## src/rtl/fetch_queue_unit.sv

```systemverilog
// Instruction-fetch front end: sequential PC generation, 1-cycle imem,
// DEPTH-entry {instr, pc} queue to decode, redirect squash via epoch.
module fetch_queue_unit #(
  parameter int              XLEN     = 32,
  parameter int              DEPTH    = 4,
  parameter logic [XLEN-1:0] RESET_PC = '0
) (
  input  logic            clk,
  input  logic            rst,
  output logic            imem_req,
  output logic [XLEN-1:0] imem_addr,
  input  logic            imem_rvalid,
  input  logic [XLEN-1:0] imem_rdata,
  input  logic            redirect_valid,
  input  logic [XLEN-1:0] redirect_pc,
  output logic            out_valid,
  input  logic            out_ready,
  output logic [XLEN-1:0] out_instr,
  output logic [XLEN-1:0] out_pc,
  output logic [XLEN-1:0] out_pc_plus_4,
  output logic            misalign_err
);

  localparam int AW = $clog2(DEPTH);
  localparam int CW = AW + 1;
  localparam logic [CW:0] DEPTH_W = (CW+1)'(DEPTH);

  typedef struct packed {
    logic [XLEN-1:0] instr;
    logic [XLEN-1:0] pc;
  } fq_entry_t;

  fq_entry_t       mem [DEPTH];
  logic [XLEN-1:0] pc_q;
  logic [XLEN-1:0] req_pc;
  logic [AW-1:0]   head;
  logic [AW-1:0]   tail;
  logic [CW-1:0]   count;
  logic            inflight;
  logic            epoch;
  logic            req_epoch;

  logic            pop;
  logic            push;
  logic [CW:0]     occ;
  fq_entry_t       head_e;

  // Occupancy counts the inflight word so a response always has a slot.
  always_comb begin
    occ = {1'b0, count}
        + (CW+1)'(inflight)
        - (CW+1)'(pop);
  end

  assign out_valid = rst & (count != '0)
                   & ~redirect_valid;
  assign pop       = out_valid & out_ready;
  assign imem_req  = rst & ~redirect_valid
                   & (occ < DEPTH_W);
  assign imem_addr = pc_q;
  assign push      = imem_rvalid & inflight
                   & (req_epoch == epoch)
                   & ~redirect_valid;

  assign head_e        = mem[head];
  assign out_instr     = out_valid ? head_e.instr : '0;
  assign out_pc        = out_valid ? head_e.pc : '0;
  assign out_pc_plus_4 = out_valid
                       ? head_e.pc + XLEN'(4) : '0;

  always_ff @(posedge clk) begin
    if (rst && push) begin
      mem[tail] <= '{instr: imem_rdata, pc: req_pc};
    end
  end

  always_ff @(posedge clk) begin
    if (!rst) begin
      pc_q         <= RESET_PC;
      req_pc       <= '0;
      head         <= '0;
      tail         <= '0;
      count        <= '0;
      inflight     <= 1'b0;
      epoch        <= 1'b0;
      req_epoch    <= 1'b0;
      misalign_err <= 1'b0;
    end else begin
      if (imem_req) begin
        inflight  <= 1'b1;
        req_pc    <= pc_q;
        req_epoch <= epoch;
      end else if (imem_rvalid) begin
        inflight  <= 1'b0;
      end
      if (redirect_valid) begin
        pc_q  <= {redirect_pc[XLEN-1:2], 2'b00};
        head  <= '0;
        tail  <= '0;
        count <= '0;
        epoch <= ~epoch;
        if (redirect_pc[1:0] != 2'b00) begin
          misalign_err <= 1'b1;
        end
      end else begin
        if (imem_req) begin
          pc_q <= pc_q + XLEN'(4);
        end
        if (push) begin
          tail <= tail + 1'b1;
        end
        if (pop) begin
          head <= head + 1'b1;
        end
        unique case ({push, pop})
          2'b10:   count <= count + 1'b1;
          2'b01:   count <= count - 1'b1;
          default: count <= count;
        endcase
      end
    end
  end

endmodule

```

## config.mk

```make
export PLATFORM = sky130hd
export DESIGN_NAME = fetch_queue_unit
export DESIGN_NICKNAME = d
export VERILOG_FILES = /design/src/rtl/fetch_queue_unit.sv
export SDC_FILE = /design/constraint.sdc
export NUM_CORES = 1
export LEC_CHECK = 0
export ABC_CLOCK_PERIOD_IN_PS = 4300
export CAP_MARGIN = 20
export CELL_PAD_IN_SITES_DETAIL_PLACEMENT = 0
export CELL_PAD_IN_SITES_GLOBAL_PLACEMENT = 2
export CORE_ASPECT_RATIO = 1.2
export CORE_UTILIZATION = 30
export CTS_CLUSTER_SIZE = 8
export DETAILED_ROUTE_END_ITERATION = 12
export PLACE_DENSITY_LB_ADDON = 0.1
export REMOVE_ABC_BUFFERS = 1
export SLEW_MARGIN = 30
export SYNTH_ARGS = -nofsm -noshare
export SYNTH_HDL_FRONTEND = slang
export SYNTH_SLANG_ARGS = --single-unit
```

## constraint.sdc

```tcl
create_clock -name clk -period 4.3 [get_ports clk]
set_input_delay 0.86 -clock clk [delete_from_list [all_inputs] [get_ports clk]]
set_output_delay 0.86 -clock clk [all_outputs]
set_load 0.05 [all_outputs]
```

# Yosys cells after proc, flatten, opt, wreduce, memory -nomap -nowiden
# Memories as Yosys holds them, arrays and structs flattened. A register that Yosys moved wholly into a read port is not among the register bits.
# Index checks and enable logic that the tools add are counted.
# Widths: inputs -> output; s select.
[word_totals]
ff_bits = 75
mem_bits_rw = 256
memories = 1
[op_classes]
n_addsub = 8
magnitude_cmp = 1
eq_ne = 3
n_mux = 12
n_bitwise = 11
n_reduce_logical = 8
[memory_table]
columns = ["name", "depth", "word_bits", "read_ports", "rd_ports_with_merged_regs", "write_ports", "line", "rtl"]
rows = [
  ["mem", 4, 64, 1, 1, 1, "33", "fq_entry_t mem [DEPTH];"],
]
[op_table]
columns = ["operator", "n"]
rows = [
  ["$mux 32", 5],
  ["$add 32x3->32 const B", 2],
  ["$and 1x1->1", 8],
  ["$reduce_bool 2->1", 4],
  ["$pmux 3 s2", 1],
  ["$add 2x1->2 const B", 2],
  ["$add 3x1->4", 1],
  ["$lt 4x3->1 const B", 1],
  ["$mux 1", 4],
  ["$mux 2", 2],
  ["$sub 4x1->4", 1],
  ["$add 3x1->3 const B", 1],
  ["$not 1->1", 3],
  ["$reduce_bool 3->1", 1],
  ["$sub 3x1->3 const B", 1],
  ["$eq 2x1->1 const B", 1],
  ["$eq 2x2->1 const B", 1],
  ["$reduce_and 2->1", 1],
  ["$reduce_or 2->1", 1],
  ["$eq 1x1->1", 1],
  ["$logic_and 1x1->1", 1],
]

# Depth between registers and ports, before layout
[depth]
ltp_word = 9
ltp_mapped = 14
mapped_depth_nobuf = 12

# Worst setup path before layout
# OpenSTA, ideal clock, no wires.
[synth_path]
path_kind = "input port to output port"
start = "input port rst"
end = "output port imem_req"
t_arrival_ns = 3.444
setup_slack_ns = -0.004
path_stages = 13
n_path_buf = 2
cell_sequence = "nor2b_1 -> o31ai_1 -> inv_1 -> and2_1 -> ha_1 -> inv_1 -> ha_1 -> nand3b_1 -> nor4bb_1 -> clkbuf_1 -> o21ai_1 -> clkbuf_1 -> inv_1"
[synth_via]
elab_chain_len = 6
word_cells_on_any_way = 7
[synth_lines]
columns = ["item", "line", "rtl"]
rows = [
  ["start: declaration", "9", "input logic rst,"],
  ["$and 1x1->1", "55", "assign out_valid = rst & (count != '0)"],
  ["$and 1x1->1", "56", "& ~redirect_valid;"],
  ["$and 1x1->1", "57", "assign pop = out_valid & out_ready;"],
  ["net pop", "43", "logic pop;"],
  ["$sub 4x1->4", "52", "- (CW+1)'(pop);"],
  ["$lt 4x3->1", "59", "& (occ < DEPTH_W);"],
  ["$and 1x1->1", "59", ""],
  ["end: declaration", "10", "output logic imem_req,"],
]
# The timed path passes the listed nets, and every way through them passes these cells.

==> run summary <==
Outcome = finished clean
Total gr overflow = 0
Number of H-tree levels = 2
FMAX = 240.8 MHz
CP Data Required Time = 3.44 ns
Actual slew at the worst max-slew pin = 0.7273 ns
Rel. slew slack = 0.5152
Routed WL per cell = 20.00 um
Leak = 6.454 nW
Max FO, Critical Path = 14
Yosys warns = 0
Antenna Cells = 0
Worst skew pair latency = 0.54 ns
Setup slack, reg-to-reg = 1.25 ns
Layout cells sized above 1 = 0.2342
Placed Instances = 1693
Vias/cell = 4.725
HPWL Detailed = 23450 um
Via Count = 8345
Total CTS buffers = 46
Drt first pass iters = 4
End of the worst hold path = misalign_err$_SDFFE_PN0P_
Drt initial violations = 222
Clock buffer depth = 3
Critical path arrival = 3.29 ns
Die area = 46560 um^2
Root buffer cell = clkbuf_16
Hold path cells = 1
# DRC = 0
Fillers = 4157
Core Region = 44990 um^2
Worst hold path class = flop to flop
Worst-path clk slew = 0.05 ns
Max IR drop VDD = 217.7 uV
Final Cell Area = 18780 um^2
Endpoints failing hold = 0
Largest net degree at the start of global routing = 71
Number of I/O port buffers = 193
Final setup vio count = 0
Period utilization = 0.9659
Post-Syn Area per Cell = 15.06 um^2
CTS Hold Buffers Added = 0
Placement Cell Area = 17440 um^2
Sum Neg Setup Slack = 0 ns
Synth Instances = 910
CTS tree = yes
Clock tree sinks = 321
Final max-slew violation count = 0
Hold_sp = misalign_err$_SDFFE_PN0P_
First-pass GRT wire length = 53490 um
Fin cells = 1766
Setup WS pre-CTS = 0.1027 ns
Final setup skew = 0.01571 ns
DIE HEIGHT = 236.2 um
Initial antenna violation count = 0
Min Tclk post-route = 4.153 ns
R2R depth = 12
Power per cell area = 372.0 nW/um^2
Post-synth top flop = edfxtp_1
Ys async rst share = 0
Worst R2R Start = count[2]$_SDFFE_PN0P_
Io pins = 200
R2r endpoint = imem_addr[31]$_SDFFE_PN0P_
Worst Setup Start Kind = flop
Final net count = 1217
Area grow syn2layout = 36.98%
Starting density of the core = 0.3047
Antenna Nets Post-Route = 0
Number of synthesized flops with an enable pin = 248
Max_cap viols = 0
GP Congestion = 0.7328
Rows = 85
Part of the Yosys area used for sequential elements = 0.6499
Setup crit end kind = output pin
Worst Setup Path Type = flop to output pin
Synth Cell Area = 13710 um^2
DRT Wirelength = 35310 um
Vias in the first global route = 8725
Die X = 197.1 um
RSZ-0062 raised after global routing = no
Total GRT Usage = 0.1528
Synth Register Bits = 321
Cell variety after synth = 50
Final worst setup slack = 0.1467 ns
==> per-layer routing <==
metal / routed length, um / GRT usage / vias up
met5: 0 / 0 / -
met4: 664 / 0.04134 / 0
met3: 1377 / 0.02702 / 48
met2: 18260 / 0.2725 / 196
met1: 15010 / 0.1884 / 4175
li1: - / - / 3926
==> cell usage after synthesis, types with 10 or more instances <==
cell type  count  share of area
xnor2_1       17          0.011
nor2_1        32         0.0088
and3_1        12         0.0055
nor2b_1       33          0.015
o21ai_0       39          0.014
inv_1         20         0.0055
edfxtp_1     248           0.54
ha_1          10         0.0091
dfxtp_1       73           0.11
mux2i_1       32          0.023
o2111ai_1     11         0.0070
nand2_1       23         0.0063
a21oi_1       29          0.011
o31ai_1       13         0.0071
xor2_1        20          0.013
clkbuf_1      36         0.0099
mux4_2        56          0.092
or3_1         10         0.0046
and2_1        69          0.031
or4_1         12         0.0066
nand3_1       16         0.0058
==> stage by stage <==
stage / utilization / power, mW / hold slack [ns]
CTS: 0.4167 / 7.107 / 0.4777
global placement: 0.3877 / 3.819 / 0.4611
finish: 0.4174 / 6.985 / 0.4731
global route: 0.4174 / 7.234 / 0.4957
floorplan: - / 3.640 / 0.4599
detailed placement: 0.3877 / 3.821 / 0.4604
==> state kept, by name, indices dropped and copies added (netlist names), named ones only <==
name          count
count             3
req_pc           30
tail              2
epoch             1
imem_addr        30
inflight          1
head              2
mem             248
req_epoch         1
misalign_err      1
==> timing repair <==
item | 4_1_cts | 5_1_grt
buffers inserted | 2 | 3
hold endpoints to repair | 0 | 0
resized for setup | 6 | 4
pin swaps | 2 | 0
setup endpoints to repair | 6 | 8
==> where the power goes <==
part / switching, mW / internal [mW]
Sequential: 0.0538 / 3.37
Combinational: 0.187 / 0.146
Clock: 1.24 / 1.98
==> cell usage in the layout, fill, tap and decap left out, drive strengths merged, types with 20 or more instances in the layout <==
cell | netlist | final
a21oi | 29 | 29
and2 | 69 | 69
buf | 20 | 132
clkbuf | 36 | 65
clkdlybuf4s50 | 0 | 98
dfxtp | 73 | 73
edfxtp | 248 | 248
inv | 20 | 21
mux2i | 32 | 32
mux4 | 62 | 62
nand2 | 23 | 23
nor2 | 32 | 32
nor2b | 33 | 33
o21ai | 41 | 41
xor2 | 20 | 20
==> layout make-up <==
| class | count | area, um^2 | share of cell area |
|---|---|---|---|
| inverters | 20 | 75.07 | 0.003998 |
| flip-flops and latches | 321 | 8916 | 0.4748 |
| well taps | 609 | 762.0 | 0.04058 |
| clock inverters | 3 | 16.27 | 0.0008662 |
| clock buffers | 65 | 1254 | 0.06676 |
| multi-input cells | 518 | 4544 | 0.2420 |
| repair buffers | 230 | 3211 | 0.1710 |
==> worst max-delay path, stage by stage, from the launching register on <==
cell     delay (ns)
dfxtp_4        0.41
mux4_1         0.54
nand4_4        0.20
or4_4          0.69
or4_1          0.52
a21oi_2        0.22
buf_12         0.16
==> cell families after synthesis <==
logic type	count (synthesis)	synth area share
compound gates	121	0.05549
xor+xnor	37	0.02364
fa+ha+maj	11	0.01059
buf+inv	76	0.02556
flops	321	0.6499
mux	98	0.1302
other cells	1	0.0002736
simple gates	245	0.1044
==> how the worst max path moves through the flow <==
stage,start,endpoint,cells after the start,slack [ns]
final,flop,out_pc_plus_4[28],6,0.15
after global routing,flop,out_pc_plus_4[28],6,0.02
after CTS,flop,out_pc_plus_4[25],7,0.03
after detailed placement,redirect_valid,imem_req,13,0.10
after global placement,redirect_valid,imem_req,13,0.13
after floorplan,count[2]$_SDFFE_PN0P_,imem_req,10,-5.51
(Power assumes the default switching activity.)
